===== config.mk =====
export PLATFORM = sky130hd
export DESIGN_NAME = pcie_resp_sfifo
export DESIGN_NICKNAME = d
export VERILOG_FILES = /design/src/rtl/pcie_fifo_pkg.sv /design/src/rtl/pcie_sfifo_mem.sv /design/src/rtl/pcie_resp_sfifo.sv
export SDC_FILE = /design/constraint.sdc
export NUM_CORES = 1
export LEC_CHECK = 0
export BUFFER_PORTS_ARGS = -buffer_cell sky130_fd_sc_hd__clkbuf_2
export CAP_MARGIN = 20
export CORE_ASPECT_RATIO = 0.75
export CORE_UTILIZATION = 64
export CTS_BUF_LIST = sky130_fd_sc_hd__clkbuf_16
export DETAILED_ROUTE_END_ITERATION = 16
export PLACE_DENSITY = 0.81
export SYNTH_ARGS = -nofsm -noshare
export SYNTH_HDL_FRONTEND = slang
export SYNTH_SLANG_ARGS = --single-unit
export TNS_END_PERCENT = 100

===== constraint.sdc =====
create_clock -name i_clk -period 21.6 [get_ports i_clk]
set_clock_uncertainty 0.1 [all_clocks]
set_input_delay 3.24 -clock i_clk [delete_from_list [all_inputs] [get_ports i_clk]]
set_output_delay 3.24 -clock i_clk [all_outputs]
set_load 0.01 [all_outputs]

===== src/rtl/pcie_fifo_pkg.sv =====
// Shared helpers for the PCIe EP response FIFO: depth/last-bit computation
// and the sticky error flag record.
package pcie_fifo_pkg;

   typedef struct packed {
      logic ovf;
      logic udf;
   } err_flags_t;

   function automatic int fifo_depth(input int abits);
      return 32'sd1 << abits;
   endfunction

   function automatic int last_bit(input int dbits);
      return dbits - 32'sd1;
   endfunction

endpackage


===== src/rtl/pcie_sfifo_mem.sv =====
// Storage array for the response FIFO: one synchronous write port and one
// combinational read port, no reset on the contents.
module pcie_sfifo_mem #(
   parameter int abits = 3,
   parameter int dbits = 73
) (
   input  logic             i_clk,
   input  logic             i_we,
   input  logic [abits-1:0] i_waddr,
   input  logic [dbits-1:0] i_wdata,
   input  logic [abits-1:0] i_raddr,
   output logic [dbits-1:0] o_rdata
);

   logic [dbits-1:0] r_mem [0:(1<<abits)-1];

   // write port
   always_ff @(posedge i_clk) begin
      if (i_we) begin
         r_mem[i_waddr] <= i_wdata;
      end
   end

   assign o_rdata = r_mem[i_raddr];

endmodule


===== src/rtl/pcie_resp_sfifo.sv =====
// Single-clock FWFT response FIFO between the DMA response generator and the
// EP TX arbiter, with occupancy, almost-full, optional packet gating and
// sticky overflow/underflow flags.
module pcie_resp_sfifo
   import pcie_fifo_pkg::*;
#(
   parameter int abits        = 3,
   parameter int dbits        = 73,
   parameter int afull_margin = 1,
   parameter int pkt_mode     = 0
) (
   input  logic             i_clk,
   input  logic             i_rst,
   input  logic             i_wr,
   input  logic [dbits-1:0] i_wdata,
   output logic             o_wfull,
   output logic             o_almost_full,
   input  logic             i_rd,
   output logic [dbits-1:0] o_rdata,
   output logic             o_rempty,
   output logic             o_pkt_valid,
   output logic [abits:0]   o_count,
   input  logic             i_err_clr,
   output logic             o_err_ovf,
   output logic             o_err_udf
);

   localparam int            DEPTH    = fifo_depth(abits);
   localparam int            LAST     = last_bit(dbits);
   localparam logic [31:0]   AFULL_TH = 32'(DEPTH - afull_margin);
   localparam logic [abits:0] ONE     = {{abits{1'b0}}, 1'b1};
   localparam logic [abits:0] ZERO    = {(abits+1){1'b0}};

   logic [abits:0]   r_wptr;
   logic [abits:0]   r_rptr;
   logic [abits:0]   r_count;
   logic [abits:0]   r_pkt_cnt;
   err_flags_t       r_err;

   logic             w_full;
   logic             w_empty;
   logic             w_wr_ok;
   logic             w_rd_ok;
   logic             w_wlast;
   logic             w_rlast;
   logic [abits:0]   w_count_nxt;
   logic [abits:0]   w_pkt_nxt;
   err_flags_t       w_err_nxt;
   logic [dbits-1:0] w_rdata;

   // Pointer MSB is the wrap bit: same address with differing wrap means full.
   assign w_empty = (r_wptr == r_rptr);
   assign w_full  = (r_wptr[abits-1:0] == r_rptr[abits-1:0]) &&
                    (r_wptr[abits] != r_rptr[abits]);

   assign w_wr_ok = i_wr & ~w_full;
   assign w_rd_ok = i_rd & ~w_empty;
   assign w_wlast = i_wdata[LAST];
   assign w_rlast = w_rdata[LAST];

   pcie_sfifo_mem #(
      .abits (abits),
      .dbits (dbits)
   ) u_mem (
      .i_clk   (i_clk),
      .i_we    (w_wr_ok),
      .i_waddr (r_wptr[abits-1:0]),
      .i_wdata (i_wdata),
      .i_raddr (r_rptr[abits-1:0]),
      .o_rdata (w_rdata)
   );

   // next occupancy
   always_comb begin
      w_count_nxt = r_count;
      case ({w_wr_ok, w_rd_ok})
         2'b10:   w_count_nxt = r_count + ONE;
         2'b01:   w_count_nxt = r_count - ONE;
         default: w_count_nxt = r_count;
      endcase
   end

   // next count of fully buffered packets (one last beat per packet)
   always_comb begin
      w_pkt_nxt = r_pkt_cnt;
      case ({w_wr_ok & w_wlast, w_rd_ok & w_rlast})
         2'b10:   w_pkt_nxt = r_pkt_cnt + ONE;
         2'b01:   w_pkt_nxt = r_pkt_cnt - ONE;
         default: w_pkt_nxt = r_pkt_cnt;
      endcase
   end

   // sticky errors: a new error in the clear cycle wins over the clear
   always_comb begin
      w_err_nxt = r_err;
      if (i_wr && w_full) begin
         w_err_nxt.ovf = 1'b1;
      end else if (i_err_clr) begin
         w_err_nxt.ovf = 1'b0;
      end else begin
         w_err_nxt.ovf = r_err.ovf;
      end
      if (i_rd && w_empty) begin
         w_err_nxt.udf = 1'b1;
      end else if (i_err_clr) begin
         w_err_nxt.udf = 1'b0;
      end else begin
         w_err_nxt.udf = r_err.udf;
      end
   end

   // state registers
   always_ff @(posedge i_clk) begin
      if (i_rst) begin
         r_wptr    <= ZERO;
         r_rptr    <= ZERO;
         r_count   <= ZERO;
         r_pkt_cnt <= ZERO;
         r_err     <= '{ovf: 1'b0, udf: 1'b0};
      end else begin
         r_wptr    <= r_wptr + (w_wr_ok ? ONE : ZERO);
         r_rptr    <= r_rptr + (w_rd_ok ? ONE : ZERO);
         r_count   <= w_count_nxt;
         r_pkt_cnt <= w_pkt_nxt;
         r_err     <= w_err_nxt;
      end
   end

   assign o_wfull       = w_full;
   assign o_rempty      = w_empty;
   assign o_rdata       = w_rdata;
   assign o_count       = r_count;
   assign o_almost_full = ({{(31-abits){1'b0}}, r_count} >= AFULL_TH);
   assign o_pkt_valid   = (pkt_mode != 32'sd0) ? (r_pkt_cnt != ZERO) : ~w_empty;
   assign o_err_ovf     = r_err.ovf;
   assign o_err_udf     = r_err.udf;

endmodule

==> metrics.yaml, run 1 <==
floorplan:
  die_area_um2: 36220
  fp.dieH_um: 165.1
  rows: 59
  io_pins: 161
  start_util: 0.6526
  fp.coreArea_um2: 34770
  die_w_um: 219.4
clock_tree:
  cts_max_path_buffers: 3
  numCtsBuffers: 54
  cts_resized: 0
  htree_levels: 2
  hold_buffers: 0
  post_cts_buffers: 0
  insertion_delay_ns: 0.57
  path_clk_slew_ns: 0.06
  cts-root-buf: "clkbuf_16"
  cts_sinks: 598
  cts_tree: "yes"
worst_setup_path:
  crit_path_max_fanout: 48
  setup.worst_path.end_class: "output pin"
  crit_arrival_ns: 3.77
  rr_worst_depth: 9
  start_kind: "flip-flop"
  worstSetupPathType: "flip-flop to output pin"
  crit_required_ns: 18.26
logic_synthesis:
  yosysSeqAreaShare: 0.7852
  yosys_warnings: 0
  synth_area_leaders: "edfxtp_1 (77%), mux4_2 (14%), mux2_2 (3.6%), dfxtp_1 (1.2%), buf_2 (0.35%)"
  synth.most_common_cell: "edfxtp_1"
  ys_ff_latch: 598
  synthArstFlopShare: 0
  synth_edf_count: 584
  synth_area_um2: 22690
  syn_inst: 947
  synth_common_cells: "edfxtp_1 (584), mux4_2 (146), mux2_2 (73)"
  synth_top_flop_cell: "edfxtp_1"
  synth_top_area_frac: 0.7729
  synth_largest_area_cell: "edfxtp_1"
  ys_types: 37
  syn_area_per_cell_um2: 23.96
  synth_fp_nets: 1030
placement:
  place.gp.congestion: 0.7322
  place_hpwl_mm: 23.21
  io_buffers: 160
grt:
  grt_usage: 0.2485
  grt_start_max_net_pins: 63
  grt_pass1_wl_mm: 64.47
  grt_pass1_vias: 10620
  grt_antenna_before_repair: 2
  grt.overflow.total: 0
flow_run:
  cap_viol_max_count: 0
outcome:
  status: "completed"
power:
  power_w: 0.002544
  powerDensity_nw_per_um2: 99.04
  peakVddDrop_mv: 0.08016
  p_leak_nw: 8.262
hold_path:
  min_delay_path_depth: 2
  hp-class: "flip-flop to flip-flop"
timing:
  finalMaxSlewViolations: 0
  fin_tns_setup_ns: 0
  setup_viol: 0
  tightest_slew_ns: 1.075
  hold_viol_final: 0
  finalCriticalPeriod_ns: 7.109
  period_share: 0.3291
  max_slew_margin: 0.2836
  fmax_ghz: 0.1407
  rsz0062_at_grt: "no"
route:
  wire_per_inst_um: 26.91
  first_pass_iters: 5
  drtIter0Drc: 838
  vias_per_cell: 6.294
  drcViolationCount: 0
  vias: 10240
  wl_mm: 43.79
  ant_nets: 0
layout:
  num-nets-final: 1220
  fillers: 1848
  drive_gt1_frac: 0.4098
  area_growth_pct: 13.20
cell type report:
| type | count | area (um^2) | area share |
|---|---|---|---|
| diodes | 1 | 2.502 | 0.00009743 |
| well taps | 457 | 571.8 | 0.02226 |
| inverters | 3 | 11.26 | 0.0004384 |
| clock inverters | 31 | 156.4 | 0.006089 |
| clock buffers | 57 | 1426 | 0.05553 |
| flip-flops and latches | 598 | 17830 | 0.6941 |
| multi-input cells | 300 | 4717 | 0.1837 |
| repair buffers | 180 | 970.9 | 0.03780 |
worst max-delay path: stages (launching register included):
cell,delay [ns]
dfxtp_4,0.54
buf_4,0.63
buf_4,0.84
mux4_2,0.63
mux2_2,0.30
clkbuf_2,0.13
flip-flops by register name, summed over array words and instances (netlist names):
name and cells:
r_wptr 4, o_err_ovf 1, u_mem.r_mem 584, o_err_udf 1, r_rptr 4, o_count 4
final timing paths:
| path | from | end | slack, ns |
|---|---|---|---|
| worst min-delay path | r_wptr[3]$_SDFF_PP0_ | r_wptr[3]$_SDFF_PP0_ | 0.46 |
| worst max-delay path | r_rptr[0]$_SDFF_PP0_ | o_rdata[54] | 14.49 |
| worst max register to register | r_rptr[2]$_SDFF_PP0_ | u_mem.r_mem[7][72]$_DFFE_PP_ | 17.15 |
| worst min register to register | r_wptr[3]$_SDFF_PP0_ | r_wptr[3]$_SDFF_PP0_ | 0.46 |
cell families after synthesis:
family / after synthesis / share of synthesized area
buffers and inverters: 49 / 0.009319
XOR/XNOR: 11 / 0.004246
AND/OR/NAND/NOR: 51 / 0.01158
flip-flops: 598 / 0.7852
AO/OA/AOI/OAI: 11 / 0.004356
multiplexers: 222 / 0.1825
adder cells (fa/ha/maj): 5 / 0.002757
power by group:
| part | leakage, nW | switching, W | total, W | internal, W |
|---|---|---|---|---|
| Clock | 0.818 | 0.000387 | 0.000868 | 0.000481 |
| Sequential | 5.42 | 0.0000195 | 0.00133 | 0.00131 |
| Combinational | 2.02 | 0.000171 | 0.000350 | 0.000179 |
| Total | 8.26 | 0.000577 | 0.00254 | 0.00197 |
metal layers:
metal | vias to the layer above | GRT usage | share of wire
met5 | - | 0 | 0
met4 | 0 | 0.07102 | 0.021
met3 | 67 | 0.05000 | 0.060
met2 | 377 | 0.4079 | 0.51
met1 | 5411 | 0.3468 | 0.41
li1 | 4385 | - | -
per-stage QoR:
stage	cells	instance area [um^2]	worst slack [ns]	utilization	hold slack, ns
after floorplan	947	22690	12.45	-	0.3993
after global placement	1537	24070	15.08	0.6923	0.4165
after detailed placement	1537	24070	14.99	0.6923	0.4411
after CTS	1625	25650	14.36	0.7378	0.4593
after global routing	1626	25680	14.20	0.7386	0.4908
final	1627	25680	14.49	0.7387	0.4612
placed cells by master, fill, tap and decap left out, drive strengths merged, types with 2 or more instances in the layout:
cell and count:
mux2i 2, edfxtp 584, nand3 3, clkinvlp 2, ha 5, clkinv 16, clkbuf 217, xnor2 7
nor2b 6, o21ai 2, nor3 3, nand2 6, mux4 146, xor2 4, mux2 74, nand2b 6
o22ai 2, buf 20, dfxtp 14, or4b 2, nor2 19, inv 15, a21oi 2
Note: power is estimated with default switching activity, not from simulation.
==> inputs of run 2 (changes only) <==
--- a/config.mk
+++ b/config.mk
@@ -8,10 +8,10 @@
 export BUFFER_PORTS_ARGS = -buffer_cell sky130_fd_sc_hd__clkbuf_2
 export CAP_MARGIN = 20
 export CORE_ASPECT_RATIO = 0.75
-export CORE_UTILIZATION = 64
+export CORE_UTILIZATION = 60
 export CTS_BUF_LIST = sky130_fd_sc_hd__clkbuf_16
 export DETAILED_ROUTE_END_ITERATION = 16
-export PLACE_DENSITY = 0.81
+export PLACE_DENSITY = 0.76
 export SYNTH_ARGS = -nofsm -noshare
 export SYNTH_HDL_FRONTEND = slang
 export SYNTH_SLANG_ARGS = --single-unit
==> constraint.sdc (replaced) <==
create_clock -name i_clk -period 7.31 [get_ports i_clk]
set_clock_uncertainty 0.1 [all_clocks]
set_input_delay 1.0965 -clock i_clk [delete_from_list [all_inputs] [get_ports i_clk]]
set_output_delay 1.0965 -clock i_clk [all_outputs]
set_load 0.01 [all_outputs]
==> metrics.yaml, run 2 (synthesis results as in run 1) <==
clock_tree:
  cts_sinks: 598
  post_cts_buffers: 0
  insertion_delay_ns: 0.57
  numCtsBuffers: 53
  cts_tree: "yes"
  cts_resized: 0
  path_clk_slew_ns: 0.06
  hold_buffers: 0
  cts_max_path_buffers: 3
  htree_levels: 2
  cts-root-buf: "clkbuf_16"
layout:
  num-nets-final: 1215
  drive_gt1_frac: 0.4090
  final_cell_mix: "edfxtp_1 (584), clkbuf_2 (160), mux4_2 (146)"
  area_growth_pct: 14.01
  layout_commonest_cell: "edfxtp_1"
  largest_reg_flops: 584
  regMostFlops: "u_mem.r_mem"
placement:
  dpl_worst_slack_ns: 3.027
  place.gp.congestion: 0.7126
  place_hpwl_mm: 21.21
  io_buffers: 160
worst_setup_path:
  setup.worst_path.end_class: "output pin"
  worstSetupPathType: "flip-flop to output pin"
  start_kind: "flip-flop"
  crit_path_max_fanout: 75
  crit_arrival_ns: 3.69
  crit_required_ns: 6.11
timing:
  rsz0062_at_grt: "no"
  fin_tns_setup_ns: 0
  layout_setup_ws_ns: 2.421
  max_slew_margin: 0.2397
  tightest_slew_ns: 1.141
  period_share: 0.6688
  finalCriticalPeriod_ns: 4.889
  setup_viol: 0
  hold_viol_final: 0
  finalMaxSlewViolations: 0
  fmax_ghz: 0.2046
  holdWs_ns: 0.4477
power:
  p_leak_nw: 8.317
  powerDensity_nw_per_um2: 297.9
  peakVddDrop_mv: 0.2194
floorplan:
  fp.coreArea_um2: 37170
  start_util: 0.6105
  fp.dieH_um: 170.4
  die_w_um: 226.6
  io_pins: 161
  rows: 61
  die_area_um2: 38610
route:
  drtIter0Drc: 792
  first_pass_iters: 5
  ant_nets: 0
  wire_per_inst_um: 24.86
  vias_per_cell: 5.985
  drcViolationCount: 0
  wl_mm: 41.82
  vias: 10070
flow_run:
  cap_viol_max_count: 0
grt:
  grt.overflow.total: 0
  grt_antenna_before_repair: 6
  grt_start_max_net_pins: 93
  grt_pass1_wl_mm: 62.14
  grt_pass1_vias: 10310
  grt_usage: 0.2222
hold_path:
  hp-class: "flip-flop to flip-flop"
outcome:
  status: "completed"
-- run 2: final cells by class --
type                       instances  area [um^2]
antenna                            2        5.005
multi-input combinational        300         4717
inverter                           3        11.26
timing repair buffer             176        933.4
clock buffer                      55         1376
sequential                       598        17830
fill                            2256        11300
tap                              504        630.6
clock inverter                    44        366.6
-- run 2: worst paths after layout --
| check | from | end | slack (ns) | cells after the start |
|---|---|---|---|---|
| setup / recovery | r_rptr[1]$_SDFF_PP0_ | o_rdata[17] | 2.42 | 5 |
| hold / removal | r_rptr[3]$_SDFF_PP0_ | r_rptr[3]$_SDFF_PP0_ | 0.45 | 2 |
| setup reg to reg | r_rptr[0]$_SDFF_PP0_ | u_mem.r_mem[2][3]$_DFFE_PP_ | 3.43 | 7 |
| hold reg to reg | r_rptr[3]$_SDFF_PP0_ | r_rptr[3]$_SDFF_PP0_ | 0.45 | 2 |
-- run 2: routing by layer --
layer	share of wire	GRT usage
met1	0.42	0.3142
met2	0.49	0.3565
met5	0.0013	0
met3	0.077	0.05542
met4	0.012	0.04847
-- run 2: worst max-delay path: stages (launching register included) --
cell      delay, ns
dfxtp_4        0.35
buf_4          0.81
buf_4          0.88
mux4_2         0.42
mux2_2         0.31
clkbuf_2       0.14
-- run 2: per-stage QoR --
stage	power, W	area [um^2]	instances	util
floorplan	0.004710	22690	947	-
global placement	0.005005	24120	1581	0.6489
detailed placement	0.005024	24120	1581	0.6489
CTS	0.007786	25860	1680	0.6958
global route	0.007970	25860	1680	0.6958
finish	0.007707	25870	1682	0.6960
-- run 2: power by group --
group | total (W) | switching (W) | leakage (nW) | internal, W
Combinational | 0.00101 | 0.000485 | 2.00 | 0.000525
Sequential | 0.00392 | 0.0000631 | 5.42 | 0.00386
Clock | 0.00277 | 0.00117 | 0.898 | 0.00160
